File: src/rtl/ar_wr_pkg.sv
// rtl/ar_wr_pkg.sv - shared geometry, fill value and state encoding for the byte array
//
// Purpose: single source for array geometry so the writer and the mux-style
// readers agree on entry width, depth and address width.
// Ports: none (package).

package ar_wr_pkg;

  localparam int DATA_W = 8;
  localparam int DEPTH  = 8;
  localparam int ADDR_W = 3;

  localparam logic [DATA_W-1:0] INIT_VAL = DATA_W'(10);

  typedef enum logic {
    S_INIT = 1'b0,
    S_RUN  = 1'b1
  } ar_state_e;

endpackage : ar_wr_pkg

File: src/rtl/ar_wr_if.sv
// rtl/ar_wr_if.sv - write handshake and read port bundle for the byte array writer
//
// Purpose: groups the host write handshake, the clear request and the
// registered read port into one bundle.
// Signals:
//   clr       host -> array  level request to re-fill with INIT_VAL
//   wr_valid  host -> array  write request
//   wr_addr   host -> array  write entry index
//   wr_data   host -> array  write value
//   wr_ready  array -> host  write accepted this cycle when high with wr_valid
//   wr_ack    array -> host  one-cycle pulse after an accepted write
//   rd_addr   host -> array  read entry index
//   rd_data   array -> host  registered read data
//   init_done array -> host  array initialised and writable
// Modports: master (host side), slave (array side).

interface ar_wr_if
  import ar_wr_pkg::*;
();

  logic              clr;
  logic              wr_valid;
  logic [ADDR_W-1:0] wr_addr;
  logic [DATA_W-1:0] wr_data;
  logic              wr_ready;
  logic              wr_ack;
  logic [ADDR_W-1:0] rd_addr;
  logic [DATA_W-1:0] rd_data;
  logic              init_done;

  modport master (
    output clr,
    output wr_valid,
    output wr_addr,
    output wr_data,
    input  wr_ready,
    input  wr_ack,
    output rd_addr,
    input  rd_data,
    input  init_done
  );

  modport slave (
    input  clr,
    input  wr_valid,
    input  wr_addr,
    input  wr_data,
    output wr_ready,
    output wr_ack,
    input  rd_addr,
    output rd_data,
    output init_done
  );

endinterface : ar_wr_if

File: src/rtl/ar_mem.sv
// rtl/ar_mem.sv - DEPTH x DATA_W storage with one write port and a registered read port
//
// Purpose: holds the byte array. Contents are never reset; only the read
// register is. The read register forwards same-edge write data.
// Ports:
//   clk        in   rising-edge clock
//   rst_n      in   asynchronous active-low reset (read register only)
//   we_i       in   write enable
//   waddr_i    in   write index
//   wdata_i    in   write value
//   rd_addr_i  in   read index
//   rd_zero_i  in   force the read register to zero this edge
//   rd_data_o  out  registered read data

module ar_mem #(
  parameter int DATA_W = 8,
  parameter int DEPTH  = 8,
  parameter int ADDR_W = 3
) (
  input  logic              clk,
  input  logic              rst_n,
  input  logic              we_i,
  input  logic [ADDR_W-1:0] waddr_i,
  input  logic [DATA_W-1:0] wdata_i,
  input  logic [ADDR_W-1:0] rd_addr_i,
  input  logic              rd_zero_i,
  output logic [DATA_W-1:0] rd_data_o
);

  logic [DATA_W-1:0] mem_q [DEPTH];
  logic [DATA_W-1:0] rd_data_q;
  logic [DATA_W-1:0] rd_data_d;

  always_ff @(posedge clk) begin
    if (we_i) begin
      mem_q[waddr_i] <= wdata_i;
    end
  end

  // Write-through: a read of the entry being written returns the new value.
  always_comb begin
    rd_data_d = mem_q[rd_addr_i];
    if (rd_zero_i) begin
      rd_data_d = '0;
    end else if (we_i && (waddr_i == rd_addr_i)) begin
      rd_data_d = wdata_i;
    end
  end

  always_ff @(posedge clk or negedge rst_n) begin
    if (!rst_n) begin
      rd_data_q <= '0;
    end else begin
      rd_data_q <= rd_data_d;
    end
  end

  assign rd_data_o = rd_data_q;

endmodule : ar_mem

File: src/rtl/ar_wr.sv
// rtl/ar_wr.sv - byte array writer: init fill, clear re-fill and addressed writes
//
// Purpose: after reset (or a clr request) fills all DEPTH entries with
// INIT_VAL, one per clock, then accepts addressed byte writes over a
// valid/ready handshake and exposes a registered read port.
// Ports:
//   clk    in       rising-edge clock
//   rst_n  in       asynchronous active-low reset
//   bus    slave    ar_wr_if bundle (clr, write handshake, read port, init_done)

module ar_wr
  import ar_wr_pkg::*;
(
  input  logic     clk,
  input  logic     rst_n,
  ar_wr_if.slave   bus
);

  ar_state_e         state_q;
  logic [ADDR_W-1:0] idx_q;
  logic              wr_ack_q;
  logic              init_done_q;

  logic              wr_accept;
  logic              mem_we;
  logic [ADDR_W-1:0] mem_waddr;
  logic [DATA_W-1:0] mem_wdata;

  // A clear request blocks any same-cycle write so it cannot be acked and
  // then immediately overwritten by the fill.
  assign bus.wr_ready = (state_q == S_RUN) && !bus.clr;
  assign wr_accept    = bus.wr_valid && bus.wr_ready;

  always_ff @(posedge clk or negedge rst_n) begin
    if (!rst_n) begin
      state_q     <= S_INIT;
      idx_q       <= '0;
      wr_ack_q    <= 1'b0;
      init_done_q <= 1'b0;
    end else begin
      case (state_q)
        S_INIT: begin
          wr_ack_q <= 1'b0;
          // idx wraps to 0 on the last fill write, ready for the next clr.
          idx_q    <= idx_q + 1'b1;
          if (idx_q == ADDR_W'(DEPTH - 1)) begin
            state_q     <= S_RUN;
            init_done_q <= 1'b1;
          end
        end
        S_RUN: begin
          wr_ack_q <= wr_accept;
          if (bus.clr) begin
            state_q     <= S_INIT;
            idx_q       <= '0;
            init_done_q <= 1'b0;
          end
        end
        default: begin
          state_q     <= S_INIT;
          idx_q       <= '0;
          wr_ack_q    <= 1'b0;
          init_done_q <= 1'b0;
        end
      endcase
    end
  end

  // The fill owns the write port while in S_INIT; host writes only in S_RUN.
  always_comb begin
    mem_we    = 1'b0;
    mem_waddr = bus.wr_addr;
    mem_wdata = bus.wr_data;
    if (state_q == S_INIT) begin
      mem_we    = 1'b1;
      mem_waddr = idx_q;
      mem_wdata = INIT_VAL;
    end else if (wr_accept) begin
      mem_we = 1'b1;
    end
  end

  // Reads return zero on every edge where the array is not yet initialised,
  // including the edge that completes the fill.
  ar_mem #(
    .DATA_W (DATA_W),
    .DEPTH  (DEPTH),
    .ADDR_W (ADDR_W)
  ) u_mem (
    .clk       (clk),
    .rst_n     (rst_n),
    .we_i      (mem_we),
    .waddr_i   (mem_waddr),
    .wdata_i   (mem_wdata),
    .rd_addr_i (bus.rd_addr),
    .rd_zero_i (!init_done_q),
    .rd_data_o (bus.rd_data)
  );

  assign bus.wr_ack    = wr_ack_q;
  assign bus.init_done = init_done_q;

endmodule : ar_wr

File: src/flat_wrapper.sv
// flat-port wrapper written by rule: the top's interface ports become plain ports
module ar_wr_flat import ar_wr_pkg::*;
  (clk, rst_n, bus_clr, bus_wr_valid, bus_wr_addr, bus_wr_data, bus_wr_ready, bus_wr_ack, bus_rd_addr, bus_rd_data, bus_init_done);
  ar_wr_if bus_i ();
  input  logic clk;
  input  logic rst_n;
  input wire logic [$bits(bus_i.clr)-1:0] bus_clr;
  input wire logic [$bits(bus_i.wr_valid)-1:0] bus_wr_valid;
  input wire logic [$bits(bus_i.wr_addr)-1:0] bus_wr_addr;
  input wire logic [$bits(bus_i.wr_data)-1:0] bus_wr_data;
  output wire logic [$bits(bus_i.wr_ready)-1:0] bus_wr_ready;
  output wire logic [$bits(bus_i.wr_ack)-1:0] bus_wr_ack;
  input wire logic [$bits(bus_i.rd_addr)-1:0] bus_rd_addr;
  output wire logic [$bits(bus_i.rd_data)-1:0] bus_rd_data;
  output wire logic [$bits(bus_i.init_done)-1:0] bus_init_done;
  assign bus_i.clr = bus_clr;
  assign bus_i.wr_valid = bus_wr_valid;
  assign bus_i.wr_addr = bus_wr_addr;
  assign bus_i.wr_data = bus_wr_data;
  assign bus_wr_ready = bus_i.wr_ready;
  assign bus_wr_ack = bus_i.wr_ack;
  assign bus_i.rd_addr = bus_rd_addr;
  assign bus_rd_data = bus_i.rd_data;
  assign bus_init_done = bus_i.init_done;
  ar_wr u_core (.clk(clk), .rst_n(rst_n), .bus(bus_i));
endmodule
File: config.mk
export PLATFORM = sky130hd
export DESIGN_NAME = ar_wr_flat
export DESIGN_NICKNAME = d
export VERILOG_FILES = /design/src/rtl/ar_wr_pkg.sv /design/src/rtl/ar_wr_if.sv /design/src/rtl/ar_mem.sv /design/src/rtl/ar_wr.sv /design/src/flat_wrapper.sv
export SDC_FILE = /design/constraint.sdc
export NUM_CORES = 1
export LEC_CHECK = 0
export CAP_MARGIN = 20
export CORE_UTILIZATION = 45
export CTS_BUF_LIST = sky130_fd_sc_hd__clkbuf_8
export DETAILED_ROUTE_END_ITERATION = 8
export PLACE_DENSITY = 0.62
export SLEW_MARGIN = 25
export SYNTH_ARGS = -nofsm -noshare
export SYNTH_HDL_FRONTEND = slang
export SYNTH_SLANG_ARGS = --single-unit
File: constraint.sdc
create_clock -name clk -period 3.8 [get_ports clk]
set_input_delay 1.14 -clock clk [delete_from_list [all_inputs] [get_ports clk]]
set_output_delay 1.14 -clock clk [all_outputs]
set_load 0.02 [all_outputs]
==> flow_metrics.tcl <==
set metrics [dict create \
    p_int_mw 2.101 \
    multi_input_area_um2 905.9 \
    swShare_pct 30.32 \
    grtUsageTotal_pct 18.85 \
    design.core.area_um2 6907 \
    finalCriticalPeriod_ps 3503 \
    routabilityCongestion 0.7270 \
    power_frac_seq_pct 46.1 \
    r2r_slack_ps 1900 \
    antenna_cells 0 \
    cp_data_arrival_time_ps 2360 \
    syn-instance-count 206 \
    fp.dieW_um 87.34 \
    crit_start "bus_clr" \
    worst_slew_pin_slew_ps 789.0 \
    min_period_over_period_pct 92.19 \
    start_kind "primary input" \
    antenna_left 0 \
    synth_cell_type_count 33 \
    final_common_cell "edfxtp_1" \
    required_ps 2660 \
    leakagePower_nw 1.432 \
    clkSinkCount 78 \
    rows 30 \
    p_clk_share_pct 24.1 \
    syn_to_final_growth_pct 20.12 \
    final_area_um2 3936 \
    path_clk_slew_ps 70 \
    powerDensity_nw_per_um2 766.0 \
    drive_gt1_share_pct 12.70 \
    io_pins 29 \
    p_sw_uw 914.4 \
    cts_hold_buf 0 \
    crit_end "bus_wr_ready" \
    finalSetupViolations 0 \
    mostFrequentLayoutCells "64 x edfxtp_1, 28 x clkdlybuf4s50_1, 26 x mux2i_1, 26 x nand2_1" \
    synth.avg_cell_area_um2 15.91 \
    wl_per_cell_um 18.61 \
    vias_per_cell 5.313 \
    finish.utilization_pct 56.99 \
    nets 267 \
    grt_pass1_vias 1781 \
    antenna_found_initial 0 \
    drcViolationCount 0 \
    synth_top_area_share_pct 58.65 \
    grt_pass1_wl_mm 9.873 \
    wirelength_mm 6.476 \
    finalSetupTns_ps 0 \
    fin_skew_ps 13.06 \
    setup.worst_path.class "primary input to output pin" \
    clk_latency_ps 350 \
    rr_worst_depth 5 \
    dpl_cell_area_um2 3699 \
    finalHoldViolations 0 \
    dp_hpwl_mm 4.106 \
    cts_resized 0 \
    synthesis.nets 226 \
    post_cts_buffers 0 \
    slew_headroom_pct 47.24 \
    status "completed" \
    grt_start_max_net_pins 21 \
    ys_seq_elements 78 \
    maxCapViolations 0 \
    ys_warn_count 0 \
    root_buffer "clkbuf_8" \
    crit_fanout 3 \
    hold_class "flop to flop" \
    io_buffers 28 \
    gr-total-overflow 0 \
    fmax_mhz 285.4 \
    num_vias 1849 \
    reg2reg_to "u_core.u_mem.rd_data_o[7]" \
    area.sequential_um2 2272 \
    synth.top_cells.by_area "edfxtp_1 59%, dfrtp_1 11%, mux2i_1 7.9%" \
    dr.pass1.iters 4 \
    first_iter_violations 94 \
    setup.worst_path.end_class "output pin" \
    ys_seq_area_share_pct 69.34 \
    ir_drop_mv 0.3305 \
    dieHeight_um 87.34 \
    r2r_start "u_core.state_q" \
    cts_tree "built" \
    synth_area_um2 3277 \
    comb_power_share_pct 29.8 \
    maxSlewViolCount 0 \
    yosys.area.top_type "edfxtp_1" \
    grt_setup_unrepaired "false" \
    htreeDepth 3 \
    die_area_um2 7627 \
    start_util_pct 47.45 \
    clockBufferDepth 2 \
    cts_made_buffers 9 \
    fill_cells 583 \
]
layer usage:
metal / GRT usage, % / routed length (um)
met5: 0 / 0
met1: 26.05 / 3070
met3: 3.412 / 289
met4: 8.495 / 94
met2: 29.26 / 3022
synthesized netlist by cell type, drive strengths merged:
cell type	count
edfxtp	64
mux2i	26
nand2	26
dfrtp	14
nor2	11
buf	9
mux4	8
o2111ai	8
and2	7
inv	4
xor2	4
clkbuf	3
a22o	2
a31oi	2
and3	2
ha	2
nand2b	2
o22ai	2
a21o	1
a21oi	1
a22oi	1
nand3b	1
nor2b	1
nor3	1
nor3b	1
o21ai	1
o22a	1
o32a	1
per-stage QoR:
stage	cells	worst slack (ps)	hold WS [ps]	power [mW]
after floorplan	206	1118	515.5	1.944
after global placement	332	317.2	569.6	2.291
after detailed placement	332	306.0	574.2	2.313
after CTS	348	295.5	584.6	3.036
after global routing	348	214.0	620.4	3.168
final	348	296.7	582.8	3.015
power groups by stage:
stage                     logic (mW)  registers [mW]  clock network (mW)
after floorplan                0.509            1.44                   0
after global placement         0.895            1.40                   0
after detailed placement       0.905            1.41                   0
after CTS                      0.909            1.39               0.737
after global routing           0.984            1.41               0.770
final                          0.898            1.39               0.728
critical path, cell delays in order:
cell             delay (ps)
clkdlybuf4s50_1         440
nor2_1                  150
clkdlybuf4s50_1         630
state kept, by name, indices dropped and copies added, names as in the netlist:
name	count
u_core.u_mem.mem_q	64
u_core.u_mem.rd_data_o	8
u_core.state_q	1
u_core.bus.wr_ack	1
u_core.bus.init_done	1
u_core.idx_q	3
kinds of logic after synthesis:
group | after synthesis | synth area share (%)
AO/OA/AOI/OAI | 20 | 4.773
flip-flops | 78 | 69.34
multiplexers | 34 | 13.90
adder cells (fa/ha/maj) | 2 | 0.7635
XOR/XNOR | 4 | 1.069
buffers and inverters | 16 | 3.016
AND/OR/NAND/NOR | 52 | 7.140
worst min path at each step:
| stage | from | endpoint | slack (ps) | cells past startpoint |
|---|---|---|---|---|
| after floorplan | u_core.idx_q[0] | u_core.idx_q[0] | 520 | 1 |
| after global placement | u_core.idx_q[0] | u_core.idx_q[0] | 570 | 1 |
| after detailed placement | u_core.idx_q[0] | u_core.idx_q[0] | 570 | 1 |
| after CTS | u_core.idx_q[0] | u_core.idx_q[0] | 580 | 1 |
| after global routing | u_core.idx_q[0] | u_core.idx_q[0] | 620 | 1 |
| final | u_core.idx_q[0] | u_core.idx_q[0] | 580 | 1 |
cell type report:
type	instances	area share (%)
clock buffer	9	3.147
clock inverter	7	2.893
inverter	4	0.3814
multi-input combinational	112	23.01
sequential	78	57.72
tap	96	3.051
timing repair buffer	42	9.790
No activity file was read; power rests on OpenSTA's default activity.
